===== src/rtl/select_bus_arb.sv =====
// select_bus_arb: clocked N_CH-way bus arbiter with a registered output and a
// valid/ready handshake. It selects one requesting source bus per transfer and
// drives the shared bus through an explicit output enable.
// Arbitration is round-robin (RR_MODE=1) or fixed priority with the lowest
// index winning (RR_MODE=0).
module select_bus_arb #(
    parameter  int WIDTH   = 16,
    parameter  int N_CH    = 4,
    parameter  bit RR_MODE = 1'b1,
    localparam int SEL_W   = (N_CH > 1) ? $clog2(N_CH) : 1
) (
    input  logic                  clk,
    input  logic                  rst_n,
    input  logic                  enable,
    input  logic [N_CH-1:0]       req,
    input  logic [N_CH*WIDTH-1:0] bus_in,
    output logic [N_CH-1:0]       gnt,
    output logic [WIDTH-1:0]      busout,
    output logic                  busout_oe,
    output logic                  valid,
    input  logic                  ready,
    output logic [SEL_W-1:0]      sel
);

    typedef enum logic {
        EMPTY = 1'b0,
        FULL  = 1'b1
    } state_t;

    // Registered state and its next-state values.
    state_t               state_q,  state_d;
    logic [WIDTH-1:0]     busout_q, busout_d;
    logic [SEL_W-1:0]     sel_q,    sel_d;
    logic [SEL_W-1:0]     ptr_q,    ptr_d;
    logic [N_CH-1:0]      gnt_q,    gnt_d;

    // Arbitration results.
    logic                 opp;
    logic                 win_found;
    logic [SEL_W-1:0]     win_idx;
    logic [WIDTH-1:0]     win_data;

    // The concatenated input bus, unpacked one slice per channel.
    logic [WIDTH-1:0]     bus_arr [N_CH];

    generate
        for (genvar gi = 0; gi < N_CH; gi++) begin : g_unpack
            assign bus_arr[gi] = bus_in[gi*WIDTH +: WIDTH];
        end
    endgenerate

    // Winner search: scan the channels starting at ptr and wrap around. In
    // fixed-priority mode ptr never leaves 0, so this same scan picks the
    // lowest set index.
    always_comb begin
        int cand;
        win_found = 1'b0;
        win_idx   = '0;
        cand      = 0;
        for (int k = 0; k < N_CH; k++) begin
            cand = int'(ptr_q) + k;
            if (cand >= N_CH) begin
                cand = cand - N_CH;
            end
            if (!win_found && req[cand]) begin
                win_found = 1'b1;
                win_idx   = SEL_W'(cand);
            end
        end
    end

    assign win_data = bus_arr[win_idx];

    // A new word can be captured only if the output slot is free or is being
    // emptied on this same edge.
    assign opp = enable && win_found && ((state_q == EMPTY) || ready);

    // Next-state logic. When a stall holds the output, every register keeps
    // its value and gnt stays low, whatever req and enable do.
    always_comb begin
        state_d  = state_q;
        busout_d = busout_q;
        sel_d    = sel_q;
        ptr_d    = ptr_q;
        gnt_d    = '0;
        if (opp) begin
            state_d  = FULL;
            busout_d = win_data;
            sel_d    = win_idx;
            gnt_d    = {{(N_CH-1){1'b0}}, 1'b1} << win_idx;
            if (RR_MODE) begin
                // Move the pointer to the channel after the winner so that
                // it has lowest priority on the next grant.
                if (win_idx == SEL_W'(N_CH-1)) begin
                    ptr_d = '0;
                end else begin
                    ptr_d = win_idx + 1'b1;
                end
            end
        end else if ((state_q == FULL) && ready) begin
            // The held word is accepted and nothing replaces it. busout
            // keeps its last value, but busout_oe drops.
            state_d = EMPTY;
        end
    end

    // State register. Reset asserts asynchronously, so a pending word is
    // dropped at once, and reset releases on the clock.
    always_ff @(posedge clk or negedge rst_n) begin
        if (!rst_n) begin
            state_q  <= EMPTY;
            busout_q <= '0;
            sel_q    <= '0;
            ptr_q    <= '0;
            gnt_q    <= '0;
        end else begin
            state_q  <= state_d;
            busout_q <= busout_d;
            sel_q    <= sel_d;
            ptr_q    <= ptr_d;
            gnt_q    <= gnt_d;
        end
    end

    assign valid     = (state_q == FULL);
    assign busout_oe = (state_q == FULL);
    assign busout    = busout_q;
    assign sel       = sel_q;
    assign gnt       = gnt_q;

endmodule


===== config.mk =====
export PLATFORM = sky130hd
export DESIGN_NAME = select_bus_arb
export DESIGN_NICKNAME = d
export VERILOG_FILES = /design/src/rtl/select_bus_arb.sv
export SDC_FILE = /design/constraint.sdc
export NUM_CORES = 1
export LEC_CHECK = 0
export CORE_AREA = 2 2 76 78
export CTS_BUF_LIST = sky130_fd_sc_hd__clkbuf_16
export DETAILED_ROUTE_END_ITERATION = 10
export DIE_AREA = 0 0 78 80
export GPL_TIMING_DRIVEN = 0
export PLACE_DENSITY = 0.65
export SLEW_MARGIN = 20
export SYNTH_ARGS = -nofsm -noshare
export SYNTH_HDL_FRONTEND = slang
export SYNTH_SLANG_ARGS = --single-unit
export TNS_END_PERCENT = 50

===== constraint.sdc =====
create_clock -name clk -period 6.5 [get_ports clk]
set_clock_uncertainty 0.15 [all_clocks]
set_input_delay 1.625 -clock clk [delete_from_list [all_inputs] [get_ports clk]]
set_output_delay 1.625 -clock clk [all_outputs]
set_load 0.01 [all_outputs]

==> impl_metrics.tcl, run 1 <==
set metrics [dict create \
    h-tree-depth 1 \
    grt_pass1_wl_um 7870 \
    max_stage_delay_ns 0.50 \
    start_util_pct 28.8 \
    worstMarginPinSlew_ns 0.705 \
    cts-resized-gates 0 \
    yosysTopAreaCell "dfrtp_1" \
    crit_slowest_cell "clkdlybuf4s50_1" \
    grt_setup_unrepaired "false" \
    p_comb_share_pct 53.0 \
    slew-limit-headroom_pct 52.6 \
    p_seq_share_pct 30.1 \
    hpwl_um 3600 \
    fin_crit_sh_pct 61.5 \
    synth_area_leaders "dfrtp_1 40%, a221o_1 10%, mux2_2 8.0%, a21boi_0 7.2%, o21ai_0 5.5%" \
    startpoint "req[3]" \
    synth_area_per_cell_um2 10.2 \
    die_area_um2 6240 \
    drive_gt1_share_pct 10.4 \
    pin_count 96 \
    p_sw_uw 297 \
    syn_inst 152 \
    p_int_uw 565 \
    syn-num-nets 225 \
    place_congestion 0.754 \
    async_flop_share_pct 100 \
    drt_wl_total_um 4940 \
    tns_ns 0 \
    synth_seq_cells 25 \
    layout_common_cells "94 x clkdlybuf4s50_1, 25 x dfrtp_1, 17 x o21ai_0, 16 x nand3_1, 16 x a221o_1" \
    clkPwrFrac_pct 16.9 \
    dpl_cell_area_um2 2590 \
    vdd_drop_max_mv 0.159 \
    rr_startpoint "ptr_q[0]$_DFFE_PN0P_" \
    cp_cell_sequence "clkdlybuf4s50_1, nor2_1, and4b_1, buf_2, nor2_4, buf_6, mux2_1, a221o_1" \
    insertion_delay_ns 0.26 \
    switching_share_pct 34.5 \
    critPathBufInv 3 \
    worstPathArrival_ns 4.00 \
    drt_first_pass_iters 4 \
    endpoint_kind "flip-flop" \
    placementRows 27 \
    fin_area_um2 2680 \
    cp-start-kind "input port" \
    overflow 0 \
    synthDistinctLibCells 33 \
    grt_use_total_pct 15.9 \
    fmax_ghz 0.250 \
    synth_top_cell_area_share_pct 40.2 \
    numCtsBuffers 3 \
    hold_start "sel[1]$_DFFE_PN0P_" \
    syn_area_um2 1560 \
    drt-vias-per-instance 4.93 \
    crit_required_ns 6.50 \
    antenna_found_initial 0 \
    final_antenna_net_count 0 \
    ys_seq_area_share_pct 40.2 \
    cts_tree "yes" \
    grt_max_degree 26 \
    synth_flop_cell "dfrtp_1" \
    area_growth_pct 71.9 \
    fin_crit_ns 3.99 \
    vias 1593 \
    maxCapViolCount 0 \
    hold_viol 0 \
    cp_max_fo 10 \
    clkSinkCount 25 \
    cts_setup_buffers 0 \
    powerDensity_nw_per_um2 322 \
    worstSetupPathType "input port to flip-flop" \
    antennaDiodeCount 0 \
    layout_commonest_cell "clkdlybuf4s50_1" \
    cts_buffer_depth 2 \
    drt-initial-drc-count 59 \
    portBuffers 95 \
    fp.dieH_um 80 \
    cts_root_buf "clkbuf_16" \
    p_total_uw 862 \
    synth_edf_count 0 \
    core_area_um2 5410 \
    route.detailed.drc 0 \
    nNetsFinal 325 \
    dieWidth_um 78 \
    outcome "completed" \
    grt_pass1_vias 1584 \
    hold_class "flip-flop to flip-flop" \
    slew_violations 0 \
    setup-violations-final 0 \
    yosys_warnings 0 \
    path_delay_family "buffers and inverters" \
    total_leakage_power_uw 0.00105 \
    hold_buffers 0 \
    drt-wirelength-per-cell_um 15.3 \
    cts.clk_slew.worst_paths_ns 0.07 \
    final_core_utilization_pct 49.5 \
]
==> synth_stat cells, drive strengths merged (2+ instances only) <==
library cell  number
dfrtp             25
mux2              17
o21ai             17
a21boi            16
a221o             16
nand3             16
clkbuf             7
buf                6
nor2               5
nand2b             4
nand2              3
nor3               3
inv                2
nor2b              2
nor3b              2
nor4               2
==> through the flow <==
stage	cells	hold WS, ns	setup WS [ns]
global route	323	0.340	2.34
global placement	319	0.310	2.23
floorplan	152	0.366	3.01
finish	323	0.329	2.51
CTS	323	0.331	2.50
detailed placement	319	0.315	2.23
==> worst paths after layout <==
check	end	slack (ns)	cells past startpoint
setup / recovery	busout[11]$_DFFE_PN0P_	2.51	8
hold / removal	sel[1]$_DFFE_PN0P_	0.33	1
setup reg to reg	busout[11]$_DFFE_PN0P_	4.10	7
hold reg to reg	sel[1]$_DFFE_PN0P_	0.33	1
max in group asynchronous	busout[5]$_DFFE_PN0P_	4.62	1
min in group asynchronous	sel[0]$_DFFE_PN0P_	1.20	1
==> power groups by stage <==
stage	Clock [µW]	Combinational (µW)	Sequential [µW]
floorplan	0	217	285
global placement	0	462	259
detailed placement	0	466	260
CTS	149	467	259
global route	154	500	268
finish	146	457	259
==> state kept, by name, indices dropped and copies added, names as in the netlist <==
name / count
busout: 16
busout_oe: 1
gnt: 4
ptr_q: 2
sel: 2
==> per-layer routing <==
| metal | vias up | global-route usage, % | part of all wire, % |
|---|---|---|---|
| li1 | 778 | - | - |
| met3 | 5 | 4.07 | 7.5 |
| met4 | 0 | 2.63 | 0.59 |
| met5 | - | 0 | 0 |
| met2 | 69 | 28.3 | 48 |
| met1 | 741 | 19.7 | 43 |
==> cell families after synthesis <==
logic type	count (synthesis)	share of synthesized area, %
buffers and inverters	15	4.58
adder cells (fa/ha/maj)	1	0.803
flip-flops	25	40.2
AND/OR/NAND/NOR	40	16.2
AO/OA/AOI/OAI	54	25.9
multiplexers	17	12.3
==> cell type report <==
class,instances,area (µm²)
Timing Repair Buffer,95,946
Buffer,13,63.8
Inverter,2,7.51
Sequential cell,25,626
Clock buffer,3,75.1
Multi-Input combinational cell,112,861
Tap cell,72,90.1
Fill cell,531,2730
Clock inverter,1,8.76
Power figures use the tool's default switching activity.
==> run 2: changes to the inputs <==
- clock period: 6.5 -> 4 ns (I/O delays scaled with it)
==> results of run 2 <==
The final DEF is identical to that of run 1. Status: completed.
Among the figures that moved: setup slack after placement 2.23 ns -> 0.359 ns; setup slack after layout 2.51 ns -> 0.630 ns; register-to-register setup slack 4.10 ns -> 1.60 ns; total power 862 µW -> 1400 µW; worst IR drop on VDD 0.159 mV -> 0.258 mV
